`config.mk`:
```
export PLATFORM = sky130hd
export DESIGN_NAME = ldl_ram_burst_reader
export DESIGN_NICKNAME = d
export VERILOG_FILES = /design/src/rtl/ldl_ram_rd_pkg.sv /design/src/rtl/ldl_rd_skid_buf.sv /design/src/rtl/ldl_ram_burst_reader.sv
export SDC_FILE = /design/constraint.sdc
export NUM_CORES = 1
export LEC_CHECK = 0
export CAP_MARGIN = 20
export CORE_MARGIN = 5
export CORE_UTILIZATION = 50
export CTS_BUF_LIST = sky130_fd_sc_hd__clkbuf_2 sky130_fd_sc_hd__clkbuf_4 sky130_fd_sc_hd__clkbuf_8
export DETAILED_ROUTE_END_ITERATION = 10
export PLACE_DENSITY = 0.79
export SLEW_MARGIN = 20
export SYNTH_ARGS = -nofsm -noshare
export SYNTH_HDL_FRONTEND = slang
export SYNTH_SLANG_ARGS = --single-unit
export TNS_END_PERCENT = 20
```
`constraint.sdc`:
```
create_clock -name clk -period 1.9 [get_ports clk]
set_input_delay 0.38 -clock clk [delete_from_list [all_inputs] [get_ports clk]]
set_output_delay 0.38 -clock clk [all_outputs]
set_load 0.03 [all_outputs]
```
`src/rtl/ldl_ram_rd_pkg.sv`:
```
// ldl_ram_rd_pkg
//   Shared types and constants for the RAM burst reader.
//   rd_state_e    : reader FSM states (IDLE / RUN / DRAIN)
//   RD_BUF_DEPTH  : output buffer depth; also the maximum number of reads
//                   that may be outstanding at once
//   buf_ptr_inc() : modulo-RD_BUF_DEPTH pointer increment
package ldl_ram_rd_pkg;

    typedef enum logic [1:0] {
        ST_IDLE  = 2'd0,
        ST_RUN   = 2'd1,
        ST_DRAIN = 2'd2
    } rd_state_e;

    localparam int RD_BUF_DEPTH = 3;
    localparam int RD_CNT_W     = 2;   // wide enough to hold 0..RD_BUF_DEPTH

    function automatic logic [1:0] buf_ptr_inc(input logic [1:0] p);
        return (p == 2'(RD_BUF_DEPTH - 1)) ? 2'd0 : p + 2'd1;
    endfunction

endpackage

```
`src/rtl/ldl_rd_skid_buf.sv`:
```
// ldl_rd_skid_buf
//   3-entry FIFO holding RAM read data (plus last tag) until the stream
//   consumer accepts it.
//   clk, rst  : clock, asynchronous active-high reset
//   flush     : empties the buffer (takes priority over a same-cycle write)
//   wr_en/wr_data : push
//   rd_en     : pop the head entry (ignored when empty)
//   rd_data   : head entry
//   count     : current occupancy, 0..RD_BUF_DEPTH
module ldl_rd_skid_buf
    import ldl_ram_rd_pkg::*;
#(
    parameter int W = 9
) (
    input  logic                clk,
    input  logic                rst,
    input  logic                flush,
    input  logic                wr_en,
    input  logic [W-1:0]        wr_data,
    input  logic                rd_en,
    output logic [W-1:0]        rd_data,
    output logic [RD_CNT_W-1:0] count
);

    logic [W-1:0]        mem_q [RD_BUF_DEPTH];
    logic [W-1:0]        mem_d [RD_BUF_DEPTH];
    logic [1:0]          wr_ptr_q, wr_ptr_d;
    logic [1:0]          rd_ptr_q, rd_ptr_d;
    logic [RD_CNT_W-1:0] count_q, count_d;
    logic                do_rd;

    assign do_rd   = rd_en && (count_q != '0);
    assign rd_data = mem_q[rd_ptr_q];
    assign count   = count_q;

    always_comb begin
        mem_d    = mem_q;
        wr_ptr_d = wr_ptr_q;
        rd_ptr_d = rd_ptr_q;
        count_d  = count_q;
        if (flush) begin
            wr_ptr_d = '0;
            rd_ptr_d = '0;
            count_d  = '0;
        end else begin
            if (wr_en) begin
                mem_d[wr_ptr_q] = wr_data;
                wr_ptr_d        = buf_ptr_inc(wr_ptr_q);
            end
            if (do_rd) begin
                rd_ptr_d = buf_ptr_inc(rd_ptr_q);
            end
            count_d = count_q + RD_CNT_W'(wr_en) - RD_CNT_W'(do_rd);
        end
    end

    always_ff @(posedge clk or posedge rst) begin
        if (rst) begin
            for (int i = 0; i < RD_BUF_DEPTH; i++) mem_q[i] <= '0;
            wr_ptr_q <= '0;
            rd_ptr_q <= '0;
            count_q  <= '0;
        end else begin
            mem_q    <= mem_d;
            wr_ptr_q <= wr_ptr_d;
            rd_ptr_q <= rd_ptr_d;
            count_q  <= count_d;
        end
    end

endmodule

```
`src/rtl/ldl_ram_burst_reader.sv`:
```
// ldl_ram_burst_reader
//   Reads one contiguous burst (wrapping at the top of memory) from a
//   1-cycle-latency RAM read port and presents it as a valid/ready stream.
//   clk, rst            : clock, asynchronous active-high reset
//   start/start_addr/len_m1 : burst command, sampled only in IDLE
//   busy, done          : burst in progress / one-cycle completion pulse
//   reb, addrb, doutb   : RAM read port
//   m_valid/m_ready/m_data/m_last : output stream
//   abort               : present only when LDL_RAM_RD_ABORT_EN is defined;
//                         cancels the current burst and flushes the buffer
module ldl_ram_burst_reader
    import ldl_ram_rd_pkg::*;
#(
    parameter int DWIDTH = 8,
    parameter int AWIDTH = 4
) (
    input  logic              clk,
    input  logic              rst,
    input  logic              start,
    input  logic [AWIDTH-1:0] start_addr,
    input  logic [AWIDTH-1:0] len_m1,
`ifdef LDL_RAM_RD_ABORT_EN
    input  logic              abort,
`endif
    output logic              busy,
    output logic              done,
    output logic              reb,
    output logic [AWIDTH-1:0] addrb,
    input  logic [DWIDTH-1:0] doutb,
    output logic              m_valid,
    input  logic              m_ready,
    output logic [DWIDTH-1:0] m_data,
    output logic              m_last
);

    rd_state_e           state_q, state_d;
    logic [AWIDTH-1:0]   addr_q, addr_d;
    logic [AWIDTH-1:0]   rem_q, rem_d;
    logic                infl_q, infl_d;           // read issued last cycle
    logic                infl_last_q, infl_last_d; // ... and it was the last one
    logic                done_q, done_d;
    logic [RD_CNT_W-1:0] buf_cnt;
    logic [DWIDTH:0]     buf_head;
    logic [2:0]          credit;
    logic                issue, pop, abort_w;

`ifdef LDL_RAM_RD_ABORT_EN
    assign abort_w = abort && (state_q != ST_IDLE);
`else
    assign abort_w = 1'b0;
`endif

    // Credit uses only registered state, keeping m_ready off the read path.
    assign credit = {1'b0, buf_cnt} + {2'b0, infl_q};
    assign issue  = (state_q == ST_RUN) && (credit < 3'(RD_BUF_DEPTH)) && !abort_w;
    assign pop    = m_valid && m_ready;

    assign busy    = (state_q != ST_IDLE);
    assign done    = done_q;
    assign reb     = issue;
    assign addrb   = addr_q;
    assign m_valid = (buf_cnt != '0);
    assign m_data  = m_valid ? buf_head[DWIDTH-1:0] : '0;
    assign m_last  = m_valid && buf_head[DWIDTH];

    always_comb begin
        state_d     = state_q;
        addr_d      = addr_q;
        rem_d       = rem_q;
        done_d      = 1'b0;
        infl_d      = issue;
        infl_last_d = issue && (rem_q == '0);
        case (state_q)
            ST_IDLE: begin
                if (start) begin
                    state_d = ST_RUN;
                    addr_d  = start_addr;
                    rem_d   = len_m1;
                end
            end
            ST_RUN: begin
                if (issue) begin
                    addr_d = addr_q + 1'b1;
                    rem_d  = rem_q - 1'b1;
                    if (rem_q == '0) state_d = ST_DRAIN;
                end
            end
            ST_DRAIN: begin
                // Leave on the edge that hands off the final word so the FSM
                // is already IDLE (and can take a new start) while done is high.
                if (!infl_q && ((buf_cnt == '0) || ((buf_cnt == RD_CNT_W'(1)) && pop))) begin
                    state_d = ST_IDLE;
                    done_d  = 1'b1;
                end
            end
            default: state_d = ST_IDLE;
        endcase
        if (abort_w) begin
            state_d     = ST_IDLE;
            infl_d      = 1'b0;
            infl_last_d = 1'b0;
            done_d      = 1'b1;
        end
    end

    always_ff @(posedge clk or posedge rst) begin
        if (rst) begin
            state_q     <= ST_IDLE;
            addr_q      <= '0;
            rem_q       <= '0;
            infl_q      <= 1'b0;
            infl_last_q <= 1'b0;
            done_q      <= 1'b0;
        end else begin
            state_q     <= state_d;
            addr_q      <= addr_d;
            rem_q       <= rem_d;
            infl_q      <= infl_d;
            infl_last_q <= infl_last_d;
            done_q      <= done_d;
        end
    end

    // An in-flight word arriving during abort is dropped by the flush.
    ldl_rd_skid_buf #(.W(DWIDTH + 1)) u_buf (
        .clk     (clk),
        .rst     (rst),
        .flush   (abort_w),
        .wr_en   (infl_q),
        .wr_data ({infl_last_q, doutb}),
        .rd_en   (pop),
        .rd_data (buf_head),
        .count   (buf_cnt)
    );

endmodule

```
After elaboration in Yosys (flattened, before gate mapping)
Cells that the tools add are included.
{ "totals": {"out_inout_bits": 17, "n_memories": 0, "reg_bits": 46, "word_cells": 74, "latch_bits": 0, "romBits": 0, "ram_bits": 0, "input_bits": 20} }
{ "classes": {"mux": 22, "add_sub_neg": 7, "n_shift": 0, "n_div": 0, "n_mul": 0, "n_bitwise": 2, "n_reduce_logical": 18, "n_lt_le_gt_ge": 4, "eq_ne": 9} }
{ "op_table": {"columns": ["cell", "count"], "rows": [
  ["$bwmux W27", 1],
  ["$mux W9", 3],
  ["$bmux W9 S2", 1],
  ["$demux W9 S2", 1],
  ["$mux W4", 4],
  ["$pmux W4 S2", 2],
  ["$mux W2", 6],
  ["$logic_and A1 B1 Y1", 8],
  ["$mux W8", 1],
  ["$eq A2 B2 Y1 const B", 3],
  ["$ge A3 B3 Y1 const B", 2],
  ["$ne A2 B2 Y1 const B", 3],
  ["$not A2 Y3", 2],
  ["$pmux W2 S3", 1],
  ["$reduce_bool A2 Y1", 3],
  ["$add A2 B1 Y2 const B", 2],
  ["$add A4 B1 Y4 const B", 1],
  ["$eq A2 B1 Y1 const B", 2],
  ["$logic_not A2 Y1", 2],
  ["$logic_not A4 Y1", 1],
  ["$reduce_and A4 Y1", 1],
  ["$sub A4 B1 Y4 const B", 1],
  ["$add A2 B1 Y3", 1],
  ["$lt A3 B1 Y1 const B", 1],
  ["other kinds (8)", 9]
]} }

Longest topological paths before layout
{ "depth": {"word_depth": 7, "ltp_mapped": 7, "mapped_depth_nobuf": 7} }

Modules after synthesis
Synthesis repeated with hierarchy kept, for this count alone.
{ "hier_totals": {"cells_unflattened": 197, "area_unflattened_um2": 2363.5} }
{ "modules_own_cells": {"columns": ["module", "instances", "cells_per_inst", "area_per_inst_um2", "seq_area_each_um2"], "rows": [
  ["ldl_rd_skid_buf", 1, 109, 1552.7, 825.8],
  ["ldl_ram_burst_reader", 1, 88, 810.8, 325.3]
]} }

Worst setup path after synthesis
OpenSTA, ideal clock, no wires.
{ "synth_timing": {"path_kind": "reg2reg", "start": "reg infl_q", "end": "reg addr_q[2] (netlist: addrb[2])", "path_stages_with_launch": 7, "required_ns": 1.774, "n_path_buf": 0, "setup_ns": 0.126, "t_arrival_ns": 1.900, "period_less_slack_ns": 2.026, "slack_ns": -0.126, "cell_sequence": "dfrtp_1 > ha_1 > ha_1 > a21o_1 > nor2_2 > a21oi_1 > a221o_1"} }
{ "synth_between": {"elab_chain_len": 5} }
{ "synth_rtl": {"columns": ["item", "line_no", "text"], "rows": [
  ["from (decl)", "ldl_ram_burst_reader.sv:39", "logic infl_q, infl_d;"],
  ["from (signal assigned)", "ldl_ram_burst_reader.sv:118", "infl_q <= infl_d;"],
  ["$add A2 B1 Y3", "ldl_ram_burst_reader.sv:54", "assign credit = {1'b0, buf_cnt} + {2'b0, infl_q};"],
  ["$lt A3 B2 Y1", "ldl_ram_burst_reader.sv:55", "assign issue = (state_q == ST_RUN) && (credit < 3'(RD_BUF_DEPTH)) && !abort_w;"],
  ["$logic_and A1 B1 Y1", "ldl_ram_burst_reader.sv:55", null],
  ["named net reb", "ldl_ram_burst_reader.sv:27", "output logic reb,"],
  ["$ne A2 B2 Y1 (no source line)", null, null],
  ["$reduce_and A3 Y1 (no source line)", null, null],
  ["to (signal assigned)", "ldl_ram_burst_reader.sv:116", "addr_q <= addr_d;"],
  ["to (decl)", "ldl_ram_burst_reader.sv:37", "logic [AWIDTH-1:0] addr_q, addr_d;"]
]} }
The timed path passes the listed nets, and every way through them passes these cells.
A chain may end at the register's enable or synchronous reset.

Worst setup path in the final report
{ "layout_timing": {"start": "reg infl_q", "end": "out reb"} }
{ "layout_between": {"elab_chain_len": 3} }
{ "layout_rtl": {"columns": ["item", "line_no"], "rows": [
  ["$add A2 B1 Y3", "ldl_ram_burst_reader.sv:54"],
  ["$lt A3 B2 Y1", "ldl_ram_burst_reader.sv:55"],
  ["$logic_and A1 B1 Y1", "ldl_ram_burst_reader.sv:55"],
  ["to (decl)", "ldl_ram_burst_reader.sv:27"]
]} }
Every way passes these cells.

==> key figures <==
Flow run
  • Max_cap viols: 0

Run status
  • Outcome: complete, but fails checks
  • Failing checks: negative setup slack

Drt
  • Vias: 1691
  • Drt total wl: 4810 µm
  • DRC Markers: 0
  • Starting DRT DRC Count: 59
  • Vias/cell: 5.42
  • 1st-pass router iterations: 4
  • Drt wl/cell: about 15 µm
  • Post-route ant nets: 0

Finish
  • Share of cells above drive strength 1: 0.312
  • ANT cells: 0
  • Most frequent cells in the layout: dfrtp_1 (44), buf_4 (30), nor2_1 (26)
  • Final #Nets: 285
  • Final Core Density: 0.679
  • Cell area after layout: 0.00298 mm²
  • Commonest non-fill, non-tap cell in the layout: dfrtp_1
  • Area Growth Syn to Fin: 31.7%

Floorplanning
  • Die extent in y: 77.2 µm
  • Initial Util: 0.515
  • Top-Level Pins: 37
  • Die area: roughly 0.0060 mm²
  • Die Wd: roughly 77 µm
  • Core area: 0.00438 mm²
  • Row cnt: 24

Synth
  • Compound-cell area share of the yosys netlist: 0.112
  • Ranking of synthesized cells by area: dfrtp_1 (51%), mux2_2 (9.5%), mux2_4 (6.0%)
  • Mux share of post-synthesis cell area: 0.199
  • Largest family of logic cells by synthesized area: multiplexers
  • Post-synth top flop: dfrtp_1
  • Synth Area in Adders: 0.0332
  • Area share of the largest cell type after synthesis: 0.509
  • Synth Cell Area: approximately 0.0023 mm²
  • Post-synth EDFFs: 0
  • Synth async-reset ratio: 1.00
  • Distinct cells, synth: 36
  • Synthesis-stage register bit count: 46
  • Mapped Cells: about 200
  • Avg Inst Size Synth: 11.5 µm²
  • Ys Warns: 0
  • Sequential area share after synthesis: 0.509
  • Synth Area in XOR/XNOR: 0.00775
  • Simple-gate share of the synthesized area: 0.105
  • Syn_nets: 223
  • Yosys top cell by area: dfrtp_1

Worst setup path
  • FF-to-FF Start: infl_q$_DFF_PP0_
  • Crit path capture: reb
  • Reg2reg path depth: 8
  • Worst setup SP type: flip-flop
  • CP Capture Type: output pin
  • Worst EP required: 1.52 ns
  • Critical path arrival: 1.63 ns
  • Crit. Startpoint: infl_q$_DFF_PP0_
  • R2R setup slack: 0.05 ns
  • Reg2reg end: addrb[2]$_DFFE_PP0P_
  • Critical path type: flip-flop to output pin
  • Worst-path fanout max: 2

Timing
  • Slew Limit Fails: 0
  • Fmax: 497 MHz
  • Headroom to the max-slew limit: 0.753
  • RSZ-0062 raised after global routing: true
  • Final Setup Violations: 1
  • Worst Tran Pin Value: between 0.3 and 0.4 ns
  • Final hold vios: 0
  • Min cycle time layout: 2.01 ns
  • Clk_skew: 0.00831 ns
  • Setup TNS: -0.111 ns
  • Post-route clock period utilization: 1.06
  • Fin worst setup slack: -0.111 ns

Pwr
  • IR drop worst, VDD: 1.23 mV
  • PwrDens: between 2000 and 2500 mW/mm²
  • Leakage power total: around 1.4 nW

Placement
  • IO Port Bufs: 36
  • Placed inst area: 0.00281 mm²
  • GPL Wtd Cong: 0.790
  • HPWL after DPL: ~3400 µm

Clock network
  • Clock buffer depth: 2
  • CTS tree: yes
  • Sink Count: 46
  • Later-pin clock latency in the skew report: 0.30 ns
  • CTS Buf Count: 5
  • Htree depth: 2
  • Clock slew at reported path FFs: 0.09 ns
  • Root buffer cell: clkbuf_8
  • Hold-fix buffers, CTS: 0

Global route
  • All-Layer GR Usage: 0.165
  • First-pass GRT wire length: 8020 µm
  • Largest net degree at the start of global routing: 47
  • Grt ovf: 0
  • Vias in the first global route: 1706
  • Initial antenna violation count: 0

Hold path
  • Hold Path Class: input port to asynchronous set/reset pin
==> routing by layer <==
layer / share of wire / global-route usage / wire [µm]
met3: 0.036 / 0.0398 / 174
met4: 0.019 / 0.0498 / 92
met2: 0.50 / 0.259 / 2390
met1: 0.45 / 0.224 / 2150
met5: 0 / 0 / 0
==> final cells by class <==
type                            instances  area (µm²)
Inverter                               11        41.3
Sequential cell                        46        1150
Fill cell                             331        1410
Timing Repair Buffer                   61         548
Multi-Input combinational cell        134        1060
Clock buffer                            5        68.8
Tap cell                               52        65.1
Clock inverter                          3        40.0
==> critical path: stages (launching register included) <==
cell and delay (ns):
dfrtp_1 0.40, ha_2 0.20, ha_4 0.21, a21o_1 0.23
nor2_4 0.15, buf_6 0.15
==> report_power, final <==
group	switching, mW	internal (mW)
logic	1.77	1.76
clock network	0.332	0.387
registers	0.344	1.46
==> logic make-up (layout without fill, tap and decap cells) <==
kind of cell | count (synthesis) | after routing
adder cells (fa/ha/maj) | 6 | 6
AND/OR/NAND/NOR | 48 | 48
XOR/XNOR | 2 | 2
AO/OA/AOI/OAI | 40 | 40
flip-flops | 46 | 46
multiplexers | 38 | 38
buffers and inverters | 17 | 80
==> how the worst min path moves through the flow <==
stage	startpoint	to	slack (ns)
after floorplan	u_buf.mem_q[10]$_DFFE_PP0P_	u_buf.mem_q[10]$_DFFE_PP0P_	0.48
after global placement	u_buf.mem_q[9]$_DFFE_PP0P_	u_buf.mem_q[9]$_DFFE_PP0P_	0.49
after detailed placement	u_buf.mem_q[9]$_DFFE_PP0P_	u_buf.mem_q[9]$_DFFE_PP0P_	0.49
after CTS	rst	u_buf.mem_q[10]$_DFFE_PP0P_	0.43
after global routing	rst	u_buf.mem_q[2]$_DFFE_PP0P_	0.44
final	rst	u_buf.mem_q[2]$_DFFE_PP0P_	0.42
==> per-stage QoR <==
step | worst slack [ns] | hold WS, ns | cells | power [mW]
detailed placement | 0.0342 | 0.494 | 301 | 5.12
global route | -0.174 | 0.445 | 312 | 6.47
CTS | -0.128 | 0.427 | 311 | 5.97
global placement | 0.0812 | 0.488 | 301 | 5.02
floorplan | 0.0154 | 0.480 | 197 | 3.99
finish | -0.111 | 0.420 | 312 | 6.06
==> state kept, by name, summed over array words and instances (netlist names) <==
name / cells
infl_last_q: 1
u_buf.count: 2
u_buf.wr_ptr_q: 2
u_buf.mem_q: 27
rem_q: 4
infl_q: 1
u_buf.rd_ptr_q: 2
addrb: 4
state_q: 2
done: 1
==> synthesized netlist by cell type (3+ instances only) <==
cell type   n
a21oi_1    14
buf_2       3
nor2b_1     3
o22a_1      3
inv_1      10
a21o_1      3
a211oi_1    3
mux2_4      9
dfrtp_1    46
ha_1        6
mux2_2     19
nor2_1     26
mux2i_1    10
o21ai_0     6
o22ai_1     5
nand2b_1    3
nand3_1     4
==> what timing repair did <==
item / 4_1_cts / 5_1_grt
resized for setup: 7 / 4
buffers inserted: 2 / 1
endpoints found under the setup margin: 10 / 12
pin swaps: 2 / 2
(Power assumes the default switching activity.)
